[src/rtl/tbb_bus_writer.sv]
// tbb_bus_writer
//   Host-side bus master for the TBB1143 sound core's 4-bit register port.
//   Register writes (4-bit address, 8-bit data) are accepted over a
//   valid/ready handshake, buffered in a small FIFO, and serialised as three
//   nibble transfers (address with A0=1, data[3:0], data[7:4]) on D/A0/WR
//   with programmable setup, strobe and hold times.
//
// Parameters
//   SETUP      cycles D/A0 are stable before WR rises (1..15)
//   WR_HIGH    cycles WR is held high (1..15)
//   HOLD       cycles D/A0 are held after WR falls (1..15)
//   FIFO_DEPTH buffered write requests (power of two, 2..16)
//
// Ports
//   CLK        clock for all logic
//   RST        synchronous, active-low reset
//   req_valid  write request present
//   req_ready  FIFO can accept a request (registered !full)
//   req_addr   target register address
//   req_data   register data
//   D          nibble bus to the sound core
//   A0         1 = address nibble, 0 = data nibble
//   WR         active-high write strobe; core latches D/A0 on its fall
//   busy       FIFO non-empty or a transfer in progress
module tbb_bus_writer #(
  parameter int unsigned SETUP      = 1,
  parameter int unsigned WR_HIGH    = 2,
  parameter int unsigned HOLD       = 1,
  parameter int unsigned FIFO_DEPTH = 4
) (
  input  logic       CLK,
  input  logic       RST,
  input  logic       req_valid,
  output logic       req_ready,
  input  logic [3:0] req_addr,
  input  logic [7:0] req_data,
  output logic [3:0] D,
  output logic       A0,
  output logic       WR,
  output logic       busy
);

  localparam int unsigned AW = (FIFO_DEPTH > 1) ? $clog2(FIFO_DEPTH) : 1;
  localparam logic [AW:0] FULL_CNT    = (AW+1)'(FIFO_DEPTH);
  localparam logic [3:0]  SETUP_LAST  = 4'(SETUP - 1);
  localparam logic [3:0]  STROBE_LAST = 4'(WR_HIGH - 1);
  localparam logic [3:0]  HOLD_LAST   = 4'(HOLD - 1);

  typedef enum logic [1:0] {
    S_IDLE,
    S_SETUP,
    S_STROBE,
    S_HOLD
  } state_t;

  state_t        state_q, state_d;
  logic [3:0]    phase_q, phase_d;
  logic [1:0]    idx_q, idx_d;
  logic [11:0]   cur_q, cur_d;      // {addr, data} of the write in flight
  logic [3:0]    dbus_q, dbus_d;
  logic          a0_q, a0_d;
  logic          wr_q;
  logic          busy_q;
  logic          ready_q;

  logic [11:0]   mem_q [FIFO_DEPTH];
  logic [AW-1:0] wptr_q, wptr_d;
  logic [AW-1:0] rptr_q, rptr_d;
  logic [AW:0]   cnt_q, cnt_d;
  logic [11:0]   head;
  logic          push, pop;

  assign head = mem_q[rptr_q];
  // ready is the registered !full, so a full FIFO refuses a push even when
  // the FSM pops on the same edge.
  assign push = req_valid && ready_q;

  always_comb begin
    state_d = state_q;
    phase_d = phase_q + 4'd1;
    idx_d   = idx_q;
    cur_d   = cur_q;
    dbus_d  = dbus_q;
    a0_d    = a0_q;
    pop     = 1'b0;

    case (state_q)
      S_IDLE: begin
        phase_d = '0;
        if (cnt_q != '0) begin
          pop     = 1'b1;
          cur_d   = head;
          idx_d   = '0;
          dbus_d  = head[11:8];
          a0_d    = 1'b1;
          state_d = S_SETUP;
        end
      end
      S_SETUP: begin
        if (phase_q == SETUP_LAST) begin
          phase_d = '0;
          state_d = S_STROBE;
        end
      end
      S_STROBE: begin
        if (phase_q == STROBE_LAST) begin
          phase_d = '0;
          state_d = S_HOLD;
        end
      end
      S_HOLD: begin
        if (phase_q == HOLD_LAST) begin
          phase_d = '0;
          if (idx_q != 2'd2) begin
            idx_d   = idx_q + 2'd1;
            dbus_d  = (idx_q == 2'd0) ? cur_q[3:0] : cur_q[7:4];
            a0_d    = 1'b0;
            state_d = S_SETUP;
          end else if (cnt_q != '0) begin
            // Chain straight into the next queued write, no IDLE cycle.
            pop     = 1'b1;
            cur_d   = head;
            idx_d   = '0;
            dbus_d  = head[11:8];
            a0_d    = 1'b1;
            state_d = S_SETUP;
          end else begin
            state_d = S_IDLE;
          end
        end
      end
      default: begin
        phase_d = '0;
        state_d = S_IDLE;
      end
    endcase
  end

  always_comb begin
    wptr_d = wptr_q;
    rptr_d = rptr_q;
    cnt_d  = cnt_q;
    if (push) wptr_d = wptr_q + AW'(1);
    if (pop)  rptr_d = rptr_q + AW'(1);
    case ({push, pop})
      2'b10:   cnt_d = cnt_q + (AW+1)'(1);
      2'b01:   cnt_d = cnt_q - (AW+1)'(1);
      default: cnt_d = cnt_q;
    endcase
  end

  always_ff @(posedge CLK) begin
    if (!RST) begin
      state_q <= S_IDLE;
      phase_q <= '0;
      idx_q   <= '0;
      cur_q   <= '0;
      dbus_q  <= '0;
      a0_q    <= 1'b0;
      wr_q    <= 1'b0;
      busy_q  <= 1'b0;
      ready_q <= 1'b0;
      wptr_q  <= '0;
      rptr_q  <= '0;
      cnt_q   <= '0;
    end else begin
      state_q <= state_d;
      phase_q <= phase_d;
      idx_q   <= idx_d;
      cur_q   <= cur_d;
      dbus_q  <= dbus_d;
      a0_q    <= a0_d;
      // Outputs are registered from next-state values so they line up with
      // the state they describe.
      wr_q    <= (state_d == S_STROBE);
      busy_q  <= (state_d != S_IDLE) || (cnt_d != '0);
      ready_q <= (cnt_d != FULL_CNT);
      wptr_q  <= wptr_d;
      rptr_q  <= rptr_d;
      cnt_q   <= cnt_d;
    end
  end

  always_ff @(posedge CLK) begin
    if (RST && push) begin
      mem_q[wptr_q] <= {req_addr, req_data};
    end
  end

  assign req_ready = ready_q;
  assign D         = dbus_q;
  assign A0        = a0_q;
  assign WR        = wr_q;
  assign busy      = busy_q;

endmodule

[config.mk]
export PLATFORM = sky130hd
export DESIGN_NAME = tbb_bus_writer
export DESIGN_NICKNAME = d
export VERILOG_FILES = /design/src/rtl/tbb_bus_writer.sv
export SDC_FILE = /design/constraint.sdc
export NUM_CORES = 1
export LEC_CHECK = 0
export ABC_CLOCK_PERIOD_IN_PS = 2770
export CAP_MARGIN = 15
export CORE_ASPECT_RATIO = 1.75
export CORE_MARGIN = 2
export CORE_UTILIZATION = 55
export CTS_CLUSTER_DIAMETER = 150
export DETAILED_ROUTE_END_ITERATION = 10
export GPL_ROUTABILITY_DRIVEN = 0
export PLACE_DENSITY_LB_ADDON = 0.15
export SLEW_MARGIN = 0
export SYNTH_ARGS = -nofsm -noshare
export SYNTH_HDL_FRONTEND = slang
export SYNTH_SLANG_ARGS = --single-unit
[constraint.sdc]
create_clock -name CLK -period 2.77 [get_ports CLK]
set_input_delay 0.831 -clock CLK [delete_from_list [all_inputs] [get_ports CLK]]
set_output_delay 0.831 -clock CLK [all_outputs]
set_load 0.005 [all_outputs]
Word level (Yosys, flattened, before mapping). Memories as Yosys holds them, arrays and structs flattened. A register that Yosys moved wholly into a read port is not among the register bits. Cells that the tools add are included.

Bits in registers: 35. RAM bits: 48. Input bits: 15. Logic and storage cells: 79. Memories: 1.

Add/subtract/negate cells: 6. Equality and inequality tests: 11. Mux-type cells: 36. Reductions and logical operators: 13.

Memories: mem_q (words 4, width 12, rd ports 1, clocked after Yosys merged registers in 1, write ports 1, line 66) `logic [11:0] mem_q [FIFO_DEPTH];`.

Operators with widths (number): $mux W12 (3); $mux W4 (6); $pmux W12 S2 (1); $mux W2 (9); $pmux W4 S3 (1); $mux W1 (10); $eq A2 B2 Y1 const B (4); $pmux W2 S4 (1); $pmux W4 S2 (1); $add A2 B1 Y2 const B (3); $ne A2 B2 Y1 const B (3); $pmux W3 S2 (1); $reduce_bool A3 Y1 (2); $add A4 B1 Y4 const B (1); $eq A2 B1 Y1 const B (2); $eq A4 B1 Y1 const B (1); $logic_not A2 Y1 (2); $logic_not A4 Y1 (1); $pmux W1 S2 (2); $pmux W2 S2 (1); $reduce_bool A2 Y1 (2); $add A3 B1 Y3 const B (1); $ne A3 B3 Y1 const B (1); $reduce_and A3 Y1 (1); other kinds (5) (6).

Depth between registers and ports, before layout. Gate-level depths: netlist (run 1).

Word-level depth: 9. Gate-level depth with buffers: 12. Gate-level depth less buffers: 12.

Least setup slack after synthesis (run 1). No wires, ideal clock.

Kind: reg-to-reg. Start point: register phase_q[0]. End point: register busy_q, in the netlist busy. Arrival time: 2313 ps. Path slack: 314 ps. Cell stages (with the launch flop): 13. Period minus slack after synthesis: 2456 ps. Cells stage by stage: dfxtp_1 > inv_1 > ha_1 > nor3b_2 > a31oi_1 > nor3_1 > ha_1 > inv_1 > fa_1 > xor2_1 > nor2_1 > xnor2_1 > a41oi_1.

Cells in the longest elaborated chain, start to end: 7. Elaborated cells between the ends (all ways): 14.

Ends and longest elaborated chain: start, declared (line 57) `logic [3:0] phase_q, phase_d;`; start signal, assigned (line 168) `phase_q <= phase_d;`; $logic_not A4 Y1 (*) (line 112) `if (phase_q == HOLD_LAST) begin`; $mux W1 (*) (line 112); $pmux W1 S2 (*) (line 87) `case (state_q)`; named net pop (line 71) `logic push, pop;`; $eq A2 B1 Y1 / $eq A2 B2 Y1 (equally long branches) (line 145) `case ({push, pop})`; $pmux W3 S2 (*) (line 145); $reduce_bool A3 Y1 (*) (line 176) `busy_q <= (state_d != S_IDLE) || (cnt_d != '0);`; $logic_or A1 B1 Y1 (*) (line 176); end signal, assigned (line 176); end, declared (line 63) `logic busy_q;`.

The timed path passes the listed nets; every way through them passes the cells marked *. A chain may end at the register's enable or synchronous reset.

Worst setup path after layout (run 1). Ends and elaborated chain as after synthesis.

==> metrics, run 1 <==
row count=38; power density cells=909 nW/um^2; DP HPWL=around 4.2 mm; share of layout cells above drive strength 1=0.153; WL per Instance=16.3 um; RSZ-0062 raised after global routing=no; die area=6900 sq um; clock sink count=between 80 and 90; Post-synth ARST share=0; Max clock buf depth=2; Clock Skew=7.70 ps; chip width=between 60 and 70 um; Slew Viols, Final=0; Worst Path Max Fanout=5; outcome=finished, final reports clean; P&R area growth vs syn=16.4%; CTS H-tree lvls=3; routed wire length=5.88 mm; #FFs+latches synth=81; critical setup path kind=reg -> reg; Final setup violation count=0; Core Region=6130 sq um; num ports=23; Tightest Pin Transition=roughly 620 ps; Synth top area share=0.421; Mapped Area=3420 sq um; syn avg cell area=~14 sq um; worst-skew pair later-pin latency=approximately 350 ps; Starting DRT DRC Count=109; GR Overflow Total=0; Synth area leaders=edfxtp_1 (42%), dfxtp_1 (19%), mux4_2 (7.9%), ha_1 (4.7%), mux2i_1 (2.6%); first-pass GRT wire length=9.75 mm; worst hold slack=485 ps; Achievable Freq=386 MHz; FILL cells=444; maximum VDD drop=0.000481 V; Antenna Cells=0; sequential element share of the synthesized area=0.614; Critical Path AT=2800 ps; Critical Path Sink Type=flip-flop; DR vias=1991; ys flop type=edfxtp_1; final worst path period share=0.935; count of cell types in the netlist=50; fin nets=305; largest net degree at the start of global routing=21; Clk Tree Root Cell=clkbuf_8; Initial DRT Pass Iterations=5; vias per cell=5.52; TNS Setup=0 ps; Hold Vio Cnt, Final=0; end-of-flow core utilization=0.650; CP Data Required Time=2980 ps; Post-synth EDFFs=48; GRT Util Overall=0.193; Routed Antenna Nets=0; TritonCTS clock tree=done; Die Ht=108 um; vias in the first global route=2046; Final min period=2590 ps; clk slew on worst S/H paths=80 ps; synthesized net count=270; CTS buffer count=9; DR DRC count=0; type of the worst min-delay path=reg -> reg; Yosys Warn Count=0; # port buffers=22; Initial Util=0.558; cell taking the most area after synthesis=edfxtp_1; Critical Path Start Type=flip-flop; antenna violations before repair=0; cell count after synthesis=~240; Pleak=1.38 nW; relative slew slack=0.590; Max-Cap Viols=0
[final timing paths]
path                                  end  slack (ps)  cells past startpoint       start
worst max-delay path                 busy         180                     12  phase_q[0]
worst min-delay path            rptr_q[1]         490                      2   rptr_q[1]
worst max register to register       busy         180                     12  phase_q[0]
worst min register to register  rptr_q[1]         490                      2   rptr_q[1]
[report_power, final]
part | switching (mW) | internal (mW)
clock network | 0.396 | 0.419
registers | 0.133 | 1.45
logic | 0.592 | 0.630
total | 1.12 | 2.50
[through the flow]
stage	total power, mW	std cells	area, sq um	worst slack, ps
after floorplan	2.45	241	3420	314
after global placement	2.82	345	3790	62.4
after detailed placement	2.84	345	3790	11.0
after CTS	3.66	361	3980	98.8
after global routing	3.87	361	3990	23.7
final	3.62	361	3990	181
[cell families after synthesis]
| kind of cell | synth area share |
|---|---|
| adder cells (fa/ha/maj) | 0.0533 |
| flip-flops | 0.614 |
| AO/OA/AOI/OAI | 0.0957 |
| buffers and inverters | 0.0270 |
| XOR/XNOR | 0.0179 |
| multiplexers | 0.105 |
| AND/OR/NAND/NOR | 0.0870 |
[registers in the layout, indices dropped and copies added (netlist names), named ones only]
name and cells:
A0 1, D 4, WR 1, busy 1
cnt_q 3, cur_q 8, idx_q 2, mem_q 48
phase_q 4, req_ready 1, rptr_q 2, state_q 2
wptr_q 2
[final cells by class]
| cell class | instances | area, sq um | share of cell area |
|---|---|---|---|
| sequential | 81 | 2100 | 0.527 |
| multi-input combinational | 137 | 1230 | 0.310 |
| timing repair buffer | 34 | 310 | 0.0779 |
| clock buffer | 12 | 135 | 0.0339 |
| tap | 80 | 100 | 0.0251 |
| clock inverter | 4 | 53.8 | 0.0135 |
| inverter | 13 | 48.8 | 0.0122 |
[what timing repair did]
action,4_1_cts,5_1_grt
resized for setup,0,1
setup buffers,0,0
hold buffers,0,0
setup endpoints to repair,0,1
hold endpoints to repair,0,0
[cells in the mapped netlist (3+ instances only)]
library cell	n
o31ai_1	3
inv_1	12
a22o_1	5
and2_1	5
clkbuf_1	6
a211oi_1	3
nand2b_1	3
nor2_1	21
mux4_2	12
xor2_1	4
mux2i_1	9
dfxtp_1	33
nand2_1	5
nand3_1	3
a21oi_1	9
edfxtp_1	48
a22oi_1	4
xnor2_1	3
nor2b_1	3
ha_1	13
o2bb2ai_1	4
[per-layer routing]
layer | wire length [um] | part of all wire | GRT usage | vias up
met4 | 187 | 0.032 | 0.109 | 0
met5 | 0 | 0 | 0 | -
met2 | 3240 | 0.55 | 0.342 | 35
met3 | 157 | 0.027 | 0.0437 | 18
li1 | - | - | - | 984
met1 | 2300 | 0.39 | 0.212 | 954
[layout by cell type (no fill, tap or decap), drive strengths merged, types with 2 or more instances in the layout]
master,n
edfxtp,48
dfxtp,33
clkdlybuf4s50,22
nor2,21
ha,13
inv,13
mux4,12
buf,12
clkbuf,12
a21oi,9
mux2i,9
nand2,5
and2,5
a22o,5
a22oi,4
o2bb2ai,4
xor2,4
nor2b,3
nand2b,3
xnor2,3
o31ai,3
a211oi,3
nand3,3
o21ai,3
nor4b,2
o221a,2
clkinvlp,2
nor3,2
nor3b,2
[worst max-delay path, stage by stage, from the launching register on]
cell and delay (ps):
dfxtp_1 350, inv_1 70, ha_1 160, nor3b_2 220, a31oi_1 160, nor3_2 200
ha_1 220, inv_1 60, fa_1 380, xor2_1 150, nor2_1 170, xnor2_1 170
a41oi_1 130
Note: power is estimated with default switching activity, not from simulation.
==> inputs of run 2 (changes only) <==
Settings changed: SLEW_MARGIN 0 to not set.
==> results of run 2 <==
No change in the layout: final DEF, timing and power equal those of run 1.
==> inputs of run 3 (changes only) <==
Settings changed: CORE_MARGIN 2 to not set, MAX_ROUTING_LAYER set to met4.
==> run 3 against run 2 <==
Effect of this change: cell count fell by 0.28%; via count is 0.65% higher; clock skew decreased by 0.59 ps; total power fell by 2.6%; routed wire length decreased by 1.4%; clock power fell by 12%; highest routed layer unchanged.
==> metrics, run 3 (synthesis gave the netlist of run 1 again) <==
Clock Skew=7.10 ps (was 7.70 ps); Largest regs=mem_q (48), cur_q (8) (unchanged); CP Data Required Time=2980 ps (about the same); Biggest register=mem_q (unchanged); Max clock buf depth=2 (unchanged); row count=37 (was 38); # port buffers=22 (unchanged); total power=3.53 mW (was 3.62 mW); outcome=finished, final reports clean (unchanged); Tightest Pin Transition=635 ps (was 615 ps); CTS buffer count=9 (unchanged); DR DRC count=0 (unchanged); die area=6560 sq um (was 6900 sq um); Final setup violation count=0 (unchanged); worst hold slack=477 ps (was 485 ps); Max-Cap Viols=0 (unchanged); largest net degree at the start of global routing=21 (unchanged); share of layout cells above drive strength 1=0.152 (was 0.153); P&R area growth vs syn=15.9% (was 16.4%); fin nets=306 (was 305); most frequent cells in the layout=edfxtp_1 (48), dfxtp_1 (33), clkdlybuf4s50_1 (22) (unchanged); critical setup path kind=reg -> reg (unchanged); GRT Util Overall=0.215 (was 0.193); chip width=61.7 um (was 63.7 um); Antenna Cells=0 (unchanged); Core Region=5930 sq um (was 6130 sq um); Worst Path Max Fanout=5 (unchanged); num ports=23 (unchanged); first-pass GRT wire length=9.43 mm (was 9.75 mm); WL per Instance=16.1 um (was 16.3 um); Critical Path AT=2770 ps (was 2800 ps); Initial Util=0.578 (was 0.558); CTS H-tree lvls=3 (unchanged); maximum VDD drop=0.000578 V (was 0.000481 V); TNS Setup=0 ps (unchanged); Initial DRT Pass Iterations=4 (was 5); clk slew on worst S/H paths=80 ps (about the same); DP HPWL=4.10 mm (was 4.24 mm); hold_buf cts=0 (unchanged); type of the worst min-delay path=reg -> reg (unchanged); Critical Path Sink Type=flip-flop (unchanged); Critical Path Start Type=flip-flop (unchanged); Clk Tree Root Cell=clkbuf_8 (unchanged); placed cell area=3800 sq um (was 3790 sq um); fin cells=360 (was 361); GR Overflow Total=0 (unchanged); vias per cell=5.57 (was 5.52); Die Ht=106 um (was 108 um); Achievable Freq=391 MHz (was 386 MHz); Final min period=2560 ps (was 2590 ps); worst-skew pair later-pin latency=350 ps (about the same); power density cells=889 nW/um^2 (was 909 nW/um^2); Slew Viols, Final=0 (unchanged); most common cell after layout, fill and taps aside=edfxtp_1 (unchanged); routed wire length=5.80 mm (was 5.88 mm); Routed Antenna Nets=0 (unchanged); TritonCTS clock tree=done (unchanged); relative slew slack=0.576 (was 0.590); Finished Cell Area=3970 sq um (was 3990 sq um); Hold Vio Cnt, Final=0 (unchanged); final worst path period share=0.924 (was 0.935); vias in the first global route=1960 (was 2046); Starting DRT DRC Count=114 (was 109); clock sink count=81 (unchanged); antenna violations before repair=0 (unchanged); Pleak=1.37 nW (was 1.38 nW); max FFs per register=48 (unchanged); DR vias=2004 (was 1991); Inst Count DP=344 (was 345)
-- run 3: cell types whose count changed in the layout (fill, tap and decap cells not counted) --
cell       before  now
clkbuf_1        3    1
buf_4          12   13
nor3b_2         1    0
clkinv_1        0    3
nor3b_4         0    1
bufinv_16       1    0
-- run 3: power breakdown --
part | switching [mW] | total, mW | internal [mW]
Clock | 0.398 | 0.716 | 0.317
Sequential | 0.128 | 1.58 | 1.45
Combinational | 0.597 | 1.23 | 0.636
-- run 3: final timing paths --
path              start        end  slack (ps)  depth (start not counted)
min reg2reg   rptr_q[1]  flip-flop         480                          2
min           rptr_q[1]  flip-flop         480                          2
max reg2reg  phase_q[0]       busy         210                         12
max          phase_q[0]       busy         210                         12
-- run 3: final cells by class --
type / instances / area, sq um
fill: 477 / 1960
clock buffer: 10 / 128
inverter: 13 / 48.8
timing repair buffer: 35 / 318
tap: 78 / 97.6
clock inverter: 6 / 35.0
multi-input combinational: 137 / 1240
sequential: 81 / 2100
-- run 3: per-stage QoR --
step	utilization	setup WS [ps]
after global routing	0.670	-8.66
after CTS	0.668	99.2
after global placement	0.641	57.1
after detailed placement	0.641	21.7
after floorplan	-	314
final	0.670	211
-- run 3: per-layer routing --
layer  wire, um  up-vias  track usage
li1           -      979            -
met1       2310      984        0.240
met2       3220       28        0.345
met3        125       13       0.0547
met4        143        0        0.110
met5          0        -            -
-- run 3: repair_timing --
action                                  4_1_cts  5_1_grt
endpoints found under the setup margin        0        1
gates resized for setup                       0        2
setup buffers                                 0        0
-- run 3: critical path, stage by stage, from the launching register on --
cell and delay, ps:
dfxtp_1 350, inv_1 70, ha_1 190, nor3b_4 220, a31oi_1 150, nor3_2 170
ha_1 210, inv_1 60, fa_1 370, xor2_1 150, nor2_1 170, xnor2_1 170
a41oi_1 130
==> RTL edit 1 (settings of run 2) <==
`FIFO_DEPTH`: 4 -> 16.
--- a/src/rtl/tbb_bus_writer.sv
+++ b/src/rtl/tbb_bus_writer.sv
@@ -28,3 +28,3 @@
   parameter int unsigned HOLD       = 1,
-  parameter int unsigned FIFO_DEPTH = 4
+  parameter int unsigned FIFO_DEPTH = 16
 ) (
Formal check against the unedited RTL: not equivalent (Yosys sat finds a counterexample within 10 cycles, from zero or initial values and one cycle with RST low).
==> RTL edit 1 against run 2 <==
- the run now ends with setup timing left
- power rose to 2.6 times the old value
- largest cell class unchanged
- sequential cell count rose by 152
- wire length rose to 3.4 times the old value
- synthesized cell count rose by 110%
- critical endpoint is now req_ready
- die area rose to 2.6 times the old value
- count of clock-buffer cells in the layout rose by 15
- synthesized area rose to 2.7 times the old value
- critical path type unchanged
- combinational power rose by 84%
- sequential power rose to 2.6 times the old value
- worst setup slack got worse by 210 ps
- final area rose to 2.8 times the old value
- highest routed layer unchanged
==> RTL edit 1: results (changes against run 2) <==
outcome finished with violations; failing checks setup timing; Final WS setup -27.8 ps (-208 ps); inverters 11 (-2); placed cell area 10,300 sq um (+170%); post-synthesis mux area share 14.8% (+4.3 points); Skew-Pair Late Insertion Delay 500 ps (+150 ps); drt via density 5.95 (+7.9%); Largest regs mem_q x192, cur_q x8, cnt_q x5; cell count after placement 796 (+130%); Layout fillers 1,104 (+150%); final-layout non-clock buffer area share 7.33% (-0.46 points); first-pass GRT wire length 30,000 um (+210%); register area 6590 sq um (+210%); Max Root-Sink Buffers 3 (+1); multi-input combinational area share 24.4% (-6.6 points); Clock Power Share 32.3% (+9.8 points); number of multi-input logic gates 247 (+80%); Num CTS Buffers 22 (+13); Post-Route Setup TNS -54.2 ps (-54.2 ps); post-CTS resize count 17 (+17); reg2reg start phase_q[1]; vias in the first global route 5,139 (+150%); Post-Synthesis Cells 513 (+110%); number of failing setup endpoints in the final timing report 2 (+2); Post-CTS Setup Bufs 3 (+3); clock buffer count 27 (+15); register area share after synthesis 70.8% (+9.4 points); dpl hpwl 12,700 um (+200%); slowest CP cell dfxtp_2; Core Area 16,500 sq um (+170%); largest net degree at the start of global routing 37 (+76%); hold_sp cur_q[0]; Final #Nets 630 (+110%); xor-xnor portion of the synthesized cell area 1.04% (-0.75 points); CP Max Fanout 3 (-2); Non-clock buffers 85 (+150%); Overall Global Routing Usage 23.1% (+3.7 points); post-synthesis compound-gate area fraction 4.65% (-4.9 points); clock-cell share of area 6.57% (+1.8 points)
RTL edit 1: cell types whose count changed in the layout (fill, tap and decap cells not counted), sizes merged, moves of 5 or more:
cell / change
a32o: +9
clkinv: +5
mux4: +48
clkbuf: +15
nand3: +6
nor2: +24
nand2: +9
mux2i: -6
o21ai: +6
buf: +51
edfxtp: +144
a22o: -5
dfxtp: +8
RTL edit 1: layer usage:
| layer | wire (um) | up-vias | global-route usage [%] |
|---|---|---|---|
| met2 | 11100 | 130 | 41.9 |
| met3 | 865 | 52 | 2.93 |
| met5 | 0 | - | 0 |
| met4 | 702 | 0 | 8.33 |
| met1 | 7320 | 2576 | 27.7 |
| li1 | - | 2241 | - |
RTL edit 1: final timing paths:
check             slack [ps]   endpoint  cells after the start
hold reg to reg          470   cur_q[0]                      1
setup / recovery         -30  req_ready                     15
hold / removal           470   cur_q[0]                      1
setup reg to reg         -30  req_ready                     15
==> RTL edit 2 (settings of run 2) <==
Without the edit above. Reset style: asynchronous (`RST`), changed in one clocked block. Comments in the files are not updated.
--- a/src/rtl/tbb_bus_writer.sv
+++ b/src/rtl/tbb_bus_writer.sv
@@ -151,3 +151,3 @@
 
-  always_ff @(posedge CLK) begin
+  always_ff @(posedge CLK or negedge RST) begin
     if (!RST) begin
Check against the original RTL: differs if RST is asserted again (counterexample within 4 cycles, from zero or initial values and one cycle with RST low); with RST held inactive, the same outputs for 10 cycles.
==> RTL edit 2 against run 2 <==
- the flow now finishes with violations (setup timing)
- wire length rose by 0.27%
- final area rose by 6.5%
- count of clock-buffer cells in the layout fell by 2
- synthesized area rose by 1.9%
- sequential power rose by 8%
- maximum frequency fell by 13%
- combinational power rose by 64%
- critical path depth did not move
- sequential cell count fell by 2
- worst setup slack got worse by 370 ps
- power rose by 25%
- largest cell class unchanged
- highest routed layer unchanged
==> RTL edit 2: results (changes against run 2) <==
cell count after placement 336 (-2.6%); number of failing setup endpoints in the final timing report 2 (+2); main area contributors after synthesis edfxtp_1 (41%), dfrtp_1 (22%), mux4_2 (5.2%), ha_1 (4.7%), mux2_4 (3.4%); wire per inst 16.5 um (+1.4%); largest net degree at the start of global routing 32 (+52%); final std cells w/o fill 357 (-1.1%); Synth top cells by count edfxtp_1 (48), dfrtp_1 (31), ha_1 (13); Final WS setup -193 ps (-373 ps); synthesized net count 244 (-9.6%); vias in the first global route 2,010 (-1.8%); Final #Nets 301 (-1.3%); slowest CP cell or4_1; CP Max Fanout 2 (-3); register area share after synthesis 63.5% (+2.1 points); outcome finished with violations; P_sw 1.50 mW (+34%); clock skew 5.54 ps (-2.15 ps); total congestion overflow 0 (unchanged); share of cells above drive strength 1 28.5% (+13 points); first-pass GRT wire length 9780 um (+0.29%); VDD IR-drop max 0.605 mV (+26%); dpl hpwl 4160 um (-1.9%); Slew @ Worst Pin 573 ps (-42.1 ps); Netlist cell types 54 (+8.0%); largest incremental delay on the critical path 400 ps (+20 ps); vias post-DR 1,977 (-0.70%); CP arrival 3210 ps (+410 ps); Leakage 1.68 nW (+22%); Overall Global Routing Usage 19.4% (+0.065 points); average cell area after synthesis 16.2 sq um (+14%); initial DRC count 87 (-20%); DRT Pass-1 Iters 4 (-1); failing checks setup timing
## RTL edit 2: cell type report
cell class	instances	area, sq um
repair buffers	53	453
fillers	439	1940
well taps	80	100
inverters	11	41.3
clock buffers	10	128
multi-input cells	118	1240
clock inverters	6	61.3
flip-flops and latches	79	2220
## RTL edit 2: final timing paths
check	cells past startpoint	endpoint	start	slack, ps
setup / recovery	12	busy	phase_q[1]	-190
setup reg to reg	12	busy	phase_q[1]	-190
hold / removal	1	D[0]	D[0]	510
max in group asynchronous	2	cur_q[7]	RST	1570
hold reg to reg	1	D[0]	D[0]	510
min in group asynchronous	2	req_ready	RST	920
## RTL edit 2: cell families after synthesis
logic type	Yosys count	synth area share (%)
muxes	21	11.9
adders and majority gates	14	5.23
xor gates and xnor gates	7	1.76
AOI/OAI and AO/OA	39	7.99
and+or+nand+nor	37	6.78
buffers and inverters	18	2.80
DFF	79	63.5
## RTL edit 2: repair_timing
| action | in CTS | in global routing |
|---|---|---|
| pin swaps | 5 | 9 |
| hold buffers | 0 | 0 |
| resized for setup | 5 | 6 |
| endpoints found under the setup margin | 2 | 2 |
| buffers inserted | 2 | 3 |
## RTL edit 2: metal layers
layer / global-route usage (%) / vias to the layer above / wire, um
met4: 11.2 / 0 / 147
li1: - / 935 / -
met1: 21.8 / 985 / 2270
met3: 3.79 / 17 / 178
met2: 34.2 / 40 / 3300
met5: 0 / - / 0
## RTL edit 2: metrics by stage
stage               area (sq um)  setup slack, ps  TNS (ps)  utilization [%]  hold slack, ps
floorplan                   3510             -118      -118                -             476
global placement            3970             -263      -382             64.2             497
detailed placement          3970             -282      -461             64.2             493
CTS                         4180             -203      -275             67.7             516
global route                4240             -316      -533             68.6             536
finish                      4240             -193      -276             68.6             513
## RTL edit 2: power by group through the flow
stage / combinational [mW] / sequential (mW) / clock (mW)
floorplan: 1.34 / 1.68 / 0
global placement: 1.82 / 1.74 / 0
detailed placement: 1.86 / 1.75 / 0
CTS: 1.91 / 1.72 / 0.834
global route: 2.20 / 1.76 / 0.888
finish: 2.00 / 1.72 / 0.813
